File: src/rtl/syn_lb_host_ctrl_if.sv
`default_nettype none
// ============================================================================
// Module   : syn_lb_host_ctrl_if
// Brief    : Host command/response port and local-bus port bundle for the
//            LB host controller. "master" is the controller view, "slave"
//            is the host + LB environment view.
// Revision : 1.0 - initial release
// ============================================================================
interface syn_lb_host_ctrl_if #(
  parameter int P_LB_DATA_W = 32,
  parameter int P_LB_ADDR_W = 12
);
  // Host command port
  logic                   host_req_valid;
  logic                   host_req_ready;
  logic                   host_req_wr;
  logic [P_LB_ADDR_W-1:0] host_req_addr;
  logic [P_LB_DATA_W-1:0] host_req_wdata;
  // Host response port
  logic                   host_rsp_valid;
  logic [P_LB_DATA_W-1:0] host_rsp_rdata;
  logic                   host_rsp_err;
  // Local bus
  logic                   lb_rd_en;
  logic                   lb_wr_en;
  logic [P_LB_ADDR_W-1:0] lb_addr;
  logic [P_LB_DATA_W-1:0] lb_wr_data;
  logic                   lb_rd_valid;
  logic                   lb_wr_valid;
  logic [P_LB_DATA_W-1:0] lb_rd_data;

  modport master (
    input  host_req_valid, host_req_wr, host_req_addr, host_req_wdata,
    output host_req_ready,
    output host_rsp_valid, host_rsp_rdata, host_rsp_err,
    output lb_rd_en, lb_wr_en, lb_addr, lb_wr_data,
    input  lb_rd_valid, lb_wr_valid, lb_rd_data
  );

  modport slave (
    output host_req_valid, host_req_wr, host_req_addr, host_req_wdata,
    input  host_req_ready,
    input  host_rsp_valid, host_rsp_rdata, host_rsp_err,
    input  lb_rd_en, lb_wr_en, lb_addr, lb_wr_data,
    output lb_rd_valid, lb_wr_valid, lb_rd_data
  );
endinterface
`default_nettype wire

File: src/rtl/syn_lb_host_ctrl.sv
`default_nettype none
// ============================================================================
// Module   : syn_lb_host_ctrl
// Brief    : Single-outstanding local-bus transaction master. Accepts one
//            host read/write command, issues a one-cycle LB strobe, waits for
//            the matching completion or a timeout, and returns one response.
// Revision : 1.0 - initial release
// ============================================================================
module syn_lb_host_ctrl #(
  parameter int P_LB_DATA_W  = 32,
  parameter int P_LB_ADDR_W  = 12,
  parameter int P_TMO_W      = 8,
  parameter int P_TMO_CYCLES = 200
) (
  input  wire logic              clk_ir,
  input  wire logic              rst_sync,
  syn_lb_host_ctrl_if.master     bus,
  output logic [7:0]             tmo_cnt
);

  typedef enum logic [1:0] {
    IDLE  = 2'd0,
    ISSUE = 2'd1,
    WAIT  = 2'd2,
    RESP  = 2'd3
  } state_t;

  // Counter value at which the transaction gives up
  localparam logic [P_TMO_W-1:0] C_TMO_LAST = P_TMO_W'(P_TMO_CYCLES - 1);

  state_t             state;
  logic               is_wr;
  logic [P_TMO_W-1:0] cnt;
  logic               match;
  logic               at_limit;

  // Only the completion type that matches the outstanding command counts
  assign match    = is_wr ? bus.lb_wr_valid : bus.lb_rd_valid;
  assign at_limit = (cnt == C_TMO_LAST);

  // Ready is the only combinational output: idle and not held in reset
  assign bus.host_req_ready = (state == IDLE) && !rst_sync;

  // Transaction sequencer with registered strobes and response
  always_ff @(posedge clk_ir) begin
    if (rst_sync) begin
      state              <= IDLE;
      is_wr              <= 1'b0;
      cnt                <= '0;
      tmo_cnt            <= 8'd0;
      bus.lb_rd_en       <= 1'b0;
      bus.lb_wr_en       <= 1'b0;
      bus.lb_addr        <= '0;
      bus.lb_wr_data     <= '0;
      bus.host_rsp_valid <= 1'b0;
      bus.host_rsp_rdata <= '0;
      bus.host_rsp_err   <= 1'b0;
    end else begin
      // Strobes and response valid are single-cycle pulses by default
      bus.lb_rd_en       <= 1'b0;
      bus.lb_wr_en       <= 1'b0;
      bus.host_rsp_valid <= 1'b0;
      case (state)
        IDLE: begin
          if (bus.host_req_valid) begin
            is_wr          <= bus.host_req_wr;
            bus.lb_addr    <= bus.host_req_addr;
            bus.lb_wr_data <= bus.host_req_wdata;
            bus.lb_wr_en   <= bus.host_req_wr;
            bus.lb_rd_en   <= !bus.host_req_wr;
            cnt            <= '0;
            state          <= ISSUE;
          end
        end
        ISSUE, WAIT: begin
          // A completion on the timeout cycle still counts as success
          if (match) begin
            bus.host_rsp_valid <= 1'b1;
            bus.host_rsp_err   <= 1'b0;
            bus.host_rsp_rdata <= is_wr ? '0 : bus.lb_rd_data;
            state              <= RESP;
          end else if (at_limit) begin
            bus.host_rsp_valid <= 1'b1;
            bus.host_rsp_err   <= 1'b1;
            bus.host_rsp_rdata <= '0;
            if (tmo_cnt != 8'hFF) begin
              tmo_cnt <= tmo_cnt + 8'd1;
            end
            state <= RESP;
          end else begin
            cnt   <= cnt + 1'b1;
            state <= WAIT;
          end
        end
        RESP: begin
          state <= IDLE;
        end
        default: begin
          state <= IDLE;
        end
      endcase
    end
  end

endmodule
`default_nettype wire

File: src/flat_wrapper.sv
// flat-port wrapper written by rule: the top's interface ports become plain ports
module syn_lb_host_ctrl_flat 
#(
  parameter int P_LB_DATA_W  = 32,
  parameter int P_LB_ADDR_W  = 12,
  parameter int P_TMO_W      = 8,
  parameter int P_TMO_CYCLES = 200
)
  (clk_ir, rst_sync, tmo_cnt, bus_host_req_valid, bus_host_req_wr, bus_host_req_addr, bus_host_req_wdata, bus_host_req_ready, bus_host_rsp_valid, bus_host_rsp_rdata, bus_host_rsp_err, bus_lb_rd_en, bus_lb_wr_en, bus_lb_addr, bus_lb_wr_data, bus_lb_rd_valid, bus_lb_wr_valid, bus_lb_rd_data);
  syn_lb_host_ctrl_if #(.P_LB_DATA_W(P_LB_DATA_W), .P_LB_ADDR_W(P_LB_ADDR_W)) bus_i ();
  input  wire logic clk_ir;
  input  wire logic rst_sync;
  output logic [7:0] tmo_cnt;
  input wire logic [$bits(bus_i.host_req_valid)-1:0] bus_host_req_valid;
  input wire logic [$bits(bus_i.host_req_wr)-1:0] bus_host_req_wr;
  input wire logic [$bits(bus_i.host_req_addr)-1:0] bus_host_req_addr;
  input wire logic [$bits(bus_i.host_req_wdata)-1:0] bus_host_req_wdata;
  output wire logic [$bits(bus_i.host_req_ready)-1:0] bus_host_req_ready;
  output wire logic [$bits(bus_i.host_rsp_valid)-1:0] bus_host_rsp_valid;
  output wire logic [$bits(bus_i.host_rsp_rdata)-1:0] bus_host_rsp_rdata;
  output wire logic [$bits(bus_i.host_rsp_err)-1:0] bus_host_rsp_err;
  output wire logic [$bits(bus_i.lb_rd_en)-1:0] bus_lb_rd_en;
  output wire logic [$bits(bus_i.lb_wr_en)-1:0] bus_lb_wr_en;
  output wire logic [$bits(bus_i.lb_addr)-1:0] bus_lb_addr;
  output wire logic [$bits(bus_i.lb_wr_data)-1:0] bus_lb_wr_data;
  input wire logic [$bits(bus_i.lb_rd_valid)-1:0] bus_lb_rd_valid;
  input wire logic [$bits(bus_i.lb_wr_valid)-1:0] bus_lb_wr_valid;
  input wire logic [$bits(bus_i.lb_rd_data)-1:0] bus_lb_rd_data;
  assign bus_i.host_req_valid = bus_host_req_valid;
  assign bus_i.host_req_wr = bus_host_req_wr;
  assign bus_i.host_req_addr = bus_host_req_addr;
  assign bus_i.host_req_wdata = bus_host_req_wdata;
  assign bus_host_req_ready = bus_i.host_req_ready;
  assign bus_host_rsp_valid = bus_i.host_rsp_valid;
  assign bus_host_rsp_rdata = bus_i.host_rsp_rdata;
  assign bus_host_rsp_err = bus_i.host_rsp_err;
  assign bus_lb_rd_en = bus_i.lb_rd_en;
  assign bus_lb_wr_en = bus_i.lb_wr_en;
  assign bus_lb_addr = bus_i.lb_addr;
  assign bus_lb_wr_data = bus_i.lb_wr_data;
  assign bus_i.lb_rd_valid = bus_lb_rd_valid;
  assign bus_i.lb_wr_valid = bus_lb_wr_valid;
  assign bus_i.lb_rd_data = bus_lb_rd_data;
  syn_lb_host_ctrl #(.P_LB_DATA_W(P_LB_DATA_W), .P_LB_ADDR_W(P_LB_ADDR_W), .P_TMO_W(P_TMO_W), .P_TMO_CYCLES(P_TMO_CYCLES)) u_core (.clk_ir(clk_ir), .rst_sync(rst_sync), .bus(bus_i), .tmo_cnt(tmo_cnt));
endmodule
File: config.mk
export PLATFORM = sky130hd
export DESIGN_NAME = syn_lb_host_ctrl_flat
export DESIGN_NICKNAME = d
export VERILOG_FILES = /design/src/rtl/syn_lb_host_ctrl_if.sv /design/src/rtl/syn_lb_host_ctrl.sv /design/src/flat_wrapper.sv
export SDC_FILE = /design/constraint.sdc
export NUM_CORES = 1
export LEC_CHECK = 0
export CAP_MARGIN = 40
export CORE_MARGIN = 1
export CORE_UTILIZATION = 37
export CTS_CLUSTER_DIAMETER = 80
export DETAILED_ROUTE_END_ITERATION = 7
export PLACE_DENSITY = 0.84
export SLEW_MARGIN = 10
export SYNTH_ARGS = -nofsm -noshare
export SYNTH_HDL_FRONTEND = slang
export SYNTH_SLANG_ARGS = --single-unit
export TNS_END_PERCENT = 30
File: constraint.sdc
create_clock -name clk_ir -period 1.9 [get_ports clk_ir]
set_input_delay 0.57 -clock clk_ir [delete_from_list [all_inputs] [get_ports clk_ir]]
set_output_delay 0.57 -clock clk_ir [all_outputs]
set_load 0.02 [all_outputs]
==> qor.yml, run 1 <==
global_route:
  grt_max_degree: 45
  overflow: 0
  antenna_found_initial: 0
  grt_util_all_layers_pct: 20.1
  grt_pass1_wl_mm: 16.3
  first_global_vias: 3436
routing:
  routedWlPerCell_um: 15.0
  drc: 0
  drt_iter0_drc: 179
  routed_via_density: 5.06
  ant_nets: 0
  wl_mm: 11.0
  dr.pass1.iters: 5
  vias: 3712
setup_path:
  worstPathRequired_ns: 2.17
  cp_data_arrival_time_ns: 2.12
  cp-start-kind: "flop"
  crit_type: "flop to flop"
  crit_fanout: 16
  endpoint_kind: "flop"
hold_path:
  hold_path.class: "flop to flop"
clock_network:
  cts_root_buffer: "clkbuf_8"
  cts-htree-levels: 3
  cts_num_sinks: 99
  clkTransAtPathRegs_ns: 0.09
  clockBufferDepth: 2
  numCtsBuffers: 9
  cts_tree: "yes"
  clkLatencyLatePin_ns: 0.37
cells_and_area:
  post-route-cell-area_sq_um: 5990
  fin_nets: 682
  syn_to_final_growth_pct: 58.7
  diodes: 0
  drive_above_1_share_pct: 11.2
  fin_util_pct: 61.0
logic_synthesis:
  yosysWarnings: 0
  ys_seq_area_share_pct: 52.5
  synthCells: 412
  avgSynthCellArea_sq_um: 9.17
  synth_cell_types: 50
  synth_nets: 498
  yosys_register_bits: 99
  netlist_area_sq_um: 3780
sta:
  fin_crit_ns: 1.85
  skew_ns: 0.00654
  hold_viol: 0
  tns_ns: 0
  rsz0062_at_grt: "yes"
  min_period_over_period_pct: 97.5
  fmax_mhz: 540
  setup_violations: 0
  final_max_slew_viol_count: 0
  worst_pin_slew_ns: 0.401
  slew_headroom_pct: 73.3
power_and_ir_drop:
  p_leak_nw: 2.67
  p_total_mw: 6.72
  cellPowerDensity_nw_per_um2: 1120
  irDropWorstVdd_mv: 0.678
outcome:
  status: "complete, no violations"
die:
  initial_core_util_pct: 38.5
  row_count: 36
  dieWidth_um: 103
  core_area_sq_um: 9820
  fp.dieH_um: 103
  fp.dieArea_sq_um: 10600
  io_pins: 171
placed_design:
  place_area_sq_um: 5750
  routabilityCongestion: 0.793
  io_buffers: 170
  hpwl_mm: 7.84
job:
  cap_violations: 0
==> report_power, final <==
| part | internal, mW | switching [mW] |
|---|---|---|
| clock network | 0.940 | 0.727 |
| registers | 2.39 | 0.167 |
| logic | 1.13 | 1.37 |
| total | 4.46 | 2.26 |
==> metal layers <==
metal / global-route usage (%) / part of all wire, % / vias up
li1: - / - / 1819
met1: 21.5 / 39 / 1732
met2: 34.9 / 49 / 146
met3: 8.68 / 11 / 15
met4: 8.02 / 1.7 / 0
met5: 0 / 0 / -
==> cell usage in the layout (no fill, tap or decap), types with 10 or more instances in the layout <==
cell type,Yosys,final
a22o_1,33,33
clkbuf_8,0,11
dlygate4sd2_1,0,86
dfxtp_1,99,97
buf_4,3,27
nand2_1,94,94
clkdlybuf4s50_1,0,79
nand3_1,11,11
a21oi_1,56,56
nor2_1,10,10
==> registers in the layout (all words and copies together), names as in the netlist <==
name                       cells
u_core.bus.host_rsp_rdata     32
u_core.bus.lb_wr_data         32
u_core.bus.lb_addr            12
u_core.cnt                     8
u_core.tmo_cnt                 8
u_core.state                   2
u_core.bus.host_rsp_err        1
u_core.bus.host_rsp_valid      1
u_core.bus.lb_rd_en            1
u_core.bus.lb_wr_en            1
u_core.is_wr                   1
==> worst paths after layout <==
path / from / to / slack, ns / depth (start not counted)
setup / recovery: u_core.is_wr$_SDFFE_PP0P_ / u_core.bus.host_rsp_rdata[16]$_SDFFE_PP0P_ / 0.05 / 6
hold / removal: u_core.bus.lb_wr_data[26]$_SDFFE_PP0P_ / u_core.bus.lb_wr_data[26]$_SDFFE_PP0P_ / 0.46 / 2
setup reg to reg: u_core.is_wr$_SDFFE_PP0P_ / u_core.bus.host_rsp_rdata[16]$_SDFFE_PP0P_ / 0.05 / 6
hold reg to reg: u_core.bus.lb_wr_data[26]$_SDFFE_PP0P_ / u_core.bus.lb_wr_data[26]$_SDFFE_PP0P_ / 0.46 / 2
==> worst max-delay path, cell delays in order, from the launching register on <==
cell       delay (ns)
dfxtp_1          0.52
mux2_4           0.37
a22oi_4          0.26
nor4b_4          0.07
buf_4            0.17
clkbuf_16        0.17
a22o_1           0.18
==> cell usage after synthesis, drive strengths merged <==
| cell type | count | area, sq um |
|---|---|---|
| a211oi | 1 | 7.51 |
| a21oi | 56 | 280 |
| a221oi | 1 | 15.0 |
| a22o | 33 | 289 |
| a22oi | 1 | 21.3 |
| a31o | 2 | 17.5 |
| a31oi | 2 | 12.5 |
| and2 | 2 | 12.5 |
| and3 | 3 | 18.8 |
| and4 | 2 | 17.5 |
| and4b | 1 | 10.0 |
| and4bb | 1 | 12.5 |
| buf | 10 | 76.3 |
| clkbuf | 19 | 71.3 |
| dfxtp | 99 | 1980 |
| ha | 4 | 50.1 |
| inv | 8 | 30.0 |
| mux2 | 2 | 26.3 |
| mux2i | 4 | 40.0 |
| nand2 | 94 | 353 |
| nand2b | 2 | 12.5 |
| nand3 | 12 | 65.1 |
| nand3b | 2 | 15.0 |
| nand4 | 5 | 31.3 |
| nand4b | 2 | 17.5 |
| nand4bb | 1 | 11.3 |
| nor2 | 10 | 37.5 |
| nor2b | 2 | 12.5 |
| nor3 | 3 | 15.0 |
| nor3b | 2 | 15.0 |
| nor4 | 2 | 12.5 |
| nor4b | 3 | 41.3 |
| o2111ai | 1 | 8.76 |
| o211ai | 1 | 7.51 |
| o21a | 1 | 7.51 |
| o21ai | 4 | 20.0 |
| o311ai | 1 | 8.76 |
| o31a | 1 | 8.76 |
| o31ai | 4 | 30.0 |
| or2 | 1 | 6.26 |
| or3 | 3 | 18.8 |
| or3b | 1 | 8.76 |
| or4 | 3 | 22.5 |
==> cell type report <==
class,instances,area (sq um)
repair buffers,202,1900
fillers,861,3830
clock inverters,4,97.6
clock buffers,11,151
flip-flops and latches,99,1980
well taps,133,166
inverters,8,30.0
multi-input cells,276,1660
==> kinds of logic after synthesis <==
family	count (synthesis)	synth area share, %
fa+ha+maj	4	1.32
mux	6	1.76
flops	99	52.5
compound gates	109	19.4
buf+inv	37	4.70
simple gates	157	20.3
==> through the flow <==
step,instances,setup WS [ns],hold slack [ns]
2_1_floorplan,412,0.0967,0.492
6_report,733,0.0467,0.456
3_3_place_gp,714,-0.324,0.441
4_1_cts,729,0.00296,0.457
3_5_place_dp,714,-0.381,0.448
5_1_grt,733,-0.0157,0.479
==> what timing repair did <==
item	CTS	global route
resized for setup	91	13
gates cloned	0	1
setup buffers	0	3
pin swaps	0	5
hold buffers	0	0
setup endpoints to repair	90	43
Power figures use the tool's default switching activity.
==> run 2: changes to the inputs <==
--- a/config.mk
+++ b/config.mk
@@ -11,6 +11,7 @@
 export CTS_CLUSTER_DIAMETER = 80
 export DETAILED_ROUTE_END_ITERATION = 7
 export PLACE_DENSITY = 0.84
+export REMOVE_ABC_BUFFERS = 1
 export SLEW_MARGIN = 10
 export SYNTH_ARGS = -nofsm -noshare
 export SYNTH_HDL_FRONTEND = slang
==> run 2 against run 1 <==
Effect of this change:
- power is 2.8% lower
- non-clock buffer count fell by 6
- register-to-register slack improved by 0.02 ns
- worst setup slack improved by 0.023 ns
- die area unchanged
- cell count is 0.68% lower
- flip-flop and latch count did not move
- final area barely moved
- first-iteration DRC count fell by 38%
- critical path type unchanged
==> qor.yml, run 2 (synthesis results as in run 1) <==
routing:
  routed_via_density: 5.06  # about the same
  wl_mm: 10.6  # -3.9%
  vias: 3684  # -0.75%
  ant_nets: 0  # unchanged
  drc: 0  # unchanged
  routedWlPerCell_um: 14.5  # -3.2%
  drt_iter0_drc: 111  # -38%
  dr.pass1.iters: 4  # -1
cells_and_area:
  fill_cells: 853  # -0.93%
  layout_common_cells: "96 x dfxtp_1, 94 x nand2_1, 79 x clkdlybuf4s50_1, 64 x dlygate4sd2_1, 56 x a21oi_1"
  post-route-cell-area_sq_um: 6000  # about the same
  fin_nets: 676  # -0.88%
  top_regs: "u_core.bus.host_rsp_rdata: 32 flops, u_core.bus.lb_wr_data: 32 flops, u_core.bus.lb_addr: 12 flops"
  drive_above_1_share_pct: 10.6  # -0.58 points
  syn_to_final_growth_pct: 58.7  # about the same
  fin_util_pct: 61.1  # about the same
  diodes: 0  # unchanged
  final_common_cell: "dfxtp_1"
setup_path:
  cp_data_arrival_time_ns: 2.12  # about the same
  worstPathRequired_ns: 2.19  # +0.02 ns
  crit_type: "flop to flop"
  crit_fanout: 7  # -9
  critical_path.slowest_cell: "or4_1"
  endpoint_kind: "flop"
  r2r_end: "u_core.tmo_cnt[5]$_SDFFE_PP0P_"
  r2r_cells: 6  # unchanged
  path_cells: "inv_1 > ha_4 > and4b_2 > nand3_4 > or4_1 > a21oi_1"
  slowest_delay_ns: 0.51  # about the same
  cp-start-kind: "flop"
  critPathTopFamily: "simple AND/OR/NAND/NOR gates"
  reg2reg_slack_ns: 0.07  # +0.02 ns
  cp_num_buf_inv: 1  # -1
  worstReg2RegStart: "u_core.state[0]$_SDFFE_PP0P_"
die:
  fp.dieArea_sq_um: 10600  # unchanged
  initial_core_util_pct: 38.5  # unchanged
  core_area_sq_um: 9820  # unchanged
  io_pins: 171  # unchanged
  dieWidth_um: 103  # unchanged
  row_count: 36  # unchanged
  fp.dieH_um: 103  # unchanged
clock_network:
  cts-htree-levels: 3  # unchanged
  numCtsBuffers: 9  # unchanged
  cts_tree: "yes"
  clockBufferDepth: 2  # unchanged
  cts_hold_buffers: 0  # unchanged
  cts_setup_buffers: 0  # unchanged
  clkLatencyLatePin_ns: 0.37  # about the same
  cts_root_buffer: "clkbuf_8"
  cts_num_sinks: 99  # unchanged
  clkTransAtPathRegs_ns: 0.10  # about the same
sta:
  final_max_slew_viol_count: 0  # unchanged
  fin_crit_ns: 1.83  # -0.0234 ns
  rsz0062_at_grt: "yes"
  min_period_over_period_pct: 96.3  # -1.2 points
  worst_pin_slew_ns: 0.381  # -0.0196 ns
  hold_viol: 0  # unchanged
  fmax_mhz: 546  # +1.3%
  slew_headroom_pct: 74.6  # +1.3 points
  setup_violations: 0  # unchanged
  tns_ns: 0  # unchanged
  skew_ns: 0.00689  # +0.000352 ns
power_and_ir_drop:
  p_total_mw: 6.53  # -2.8%
  netSwitchingFraction_pct: 34.4  # +0.69 points
  pwr-share-comb_pct: 38.4  # +1.2 points
  p_clk_share_pct: 22.6  # -2.2 points
  cellPowerDensity_nw_per_um2: 1090  # -2.8%
  p_int_mw: 4.29  # -3.8%
  irDropWorstVdd_mv: 0.615  # -9.3%
  p_sw_mw: 2.24  # -0.80%
  p_leak_nw: 2.93  # +9.5%
  seq_power_share_pct: 39.0  # +1.0 points
global_route:
  grt_use_met1_pct: 21.0  # -0.52 points
  top_usage_layer: "met2"
  first_global_vias: 3551  # +3.3%
  grt_pass1_wl_mm: 16.0  # -2.4%
  grt_util_all_layers_pct: 19.3  # -0.76 points
  grt_max_degree: 45  # unchanged
  grt_use_met3_pct: 6.17  # -2.5 points
  grtUsageMet2_pct: 34.5  # -0.46 points
  overflow: 0  # unchanged
  antenna_found_initial: 0  # unchanged
hold_path:
  whs_endpoint: "u_core.bus.lb_addr[10]$_SDFFE_PP0P_"
  holdPathStages: 2  # unchanged
  hold_path.class: "flop to flop"
  min-delay-start: "u_core.bus.lb_addr[10]$_SDFFE_PP0P_"
job:
  cap_violations: 0  # unchanged
outcome:
  status: "complete, no violations"
placed_design:
  hpwl_mm: 7.51  # -4.2%
  io_buffers: 170  # unchanged
  routabilityCongestion: 0.858  # +8.2%
  place_area_sq_um: 5740  # -0.26%
run 2: changes by cell type in the layout (fill, tap and decap cells not counted), sizes merged, moves of 2 or more:
| cell | before | now |
|---|---|---|
| dlygate4sd2 | 86 | 64 |
| clkinv | 0 | 2 |
| dlymetal6s2s | 3 | 25 |
| buf | 33 | 28 |
run 2: worst max path at each step:
stage | start | end | slack [ns] | depth (start not counted)
2_1_floorplan | u_core.state[0]$_SDFFE_PP0P_ | u_core.bus.host_rsp_rdata[0]$_SDFFE_PP0P_ | -0.66 | 6
3_3_place_gp | bus_lb_rd_valid | u_core.tmo_cnt[5]$_SDFFE_PP0P_ | -0.32 | 6
3_5_place_dp | bus_lb_rd_valid | u_core.tmo_cnt[5]$_SDFFE_PP0P_ | -0.36 | 6
4_1_cts | u_core.bus.lb_wr_data[7]$_SDFFE_PP0P_ | bus_lb_wr_data[7] | 0.00003 | 1
5_1_grt | u_core.state[0]$_SDFFE_PP0P_ | u_core.cnt[0]$_SDFFE_PP0P_ | -0.04 | 8
6_report | u_core.state[0]$_SDFFE_PP0P_ | u_core.tmo_cnt[5]$_SDFFE_PP0P_ | 0.07 | 6
run 2: stage by stage:
step | setup slack, ns | cells | hold slack [ns]
CTS | 0.0000278 | 728 | 0.457
finish | 0.0700 | 728 | 0.453
global placement | -0.317 | 712 | 0.441
global route | -0.0433 | 728 | 0.472
floorplan | -0.656 | 383 | 0.492
detailed placement | -0.361 | 712 | 0.445
run 2: cell type report:
cell class | count | area (sq um) | area share [%]
clock buffer | 11 | 131 | 2.19
clock inverter | 5 | 86.3 | 1.44
inverter | 8 | 30.0 | 0.501
multi-input combinational | 276 | 1670 | 27.9
sequential | 99 | 1990 | 33.1
tap | 133 | 166 | 2.78
timing repair buffer | 196 | 1920 | 32.1
run 2: per-layer routing:
metal  up-vias  wire length [um]
li1       1807                 -
met5         -                 0
met3        13              1040
met4         0               186
met1      1717              4240
met2       147              5100
run 2: worst min-delay path, delay by kind of cell (launching register included):
kind | cells | cell delay, ns
AO/OA/AOI/OAI | 1 | 0.05
flip-flops | 1 | 0.32
AND/OR/NAND/NOR | 1 | 0.05
run 2: power by group through the flow:
stage	clock, mW	combinational, mW	sequential (mW)
final	1.47	2.51	2.55
after global routing	1.59	2.70	2.59
after CTS	1.52	2.47	2.54
after detailed placement	0	2.58	2.59
after global placement	0	2.51	2.58
after floorplan	0	0.909	2.91
run 2: repair_timing:
item	in CTS	in global routing
gates resized for setup	73	35
pin swaps	1	2
endpoints found under the setup margin	68	68
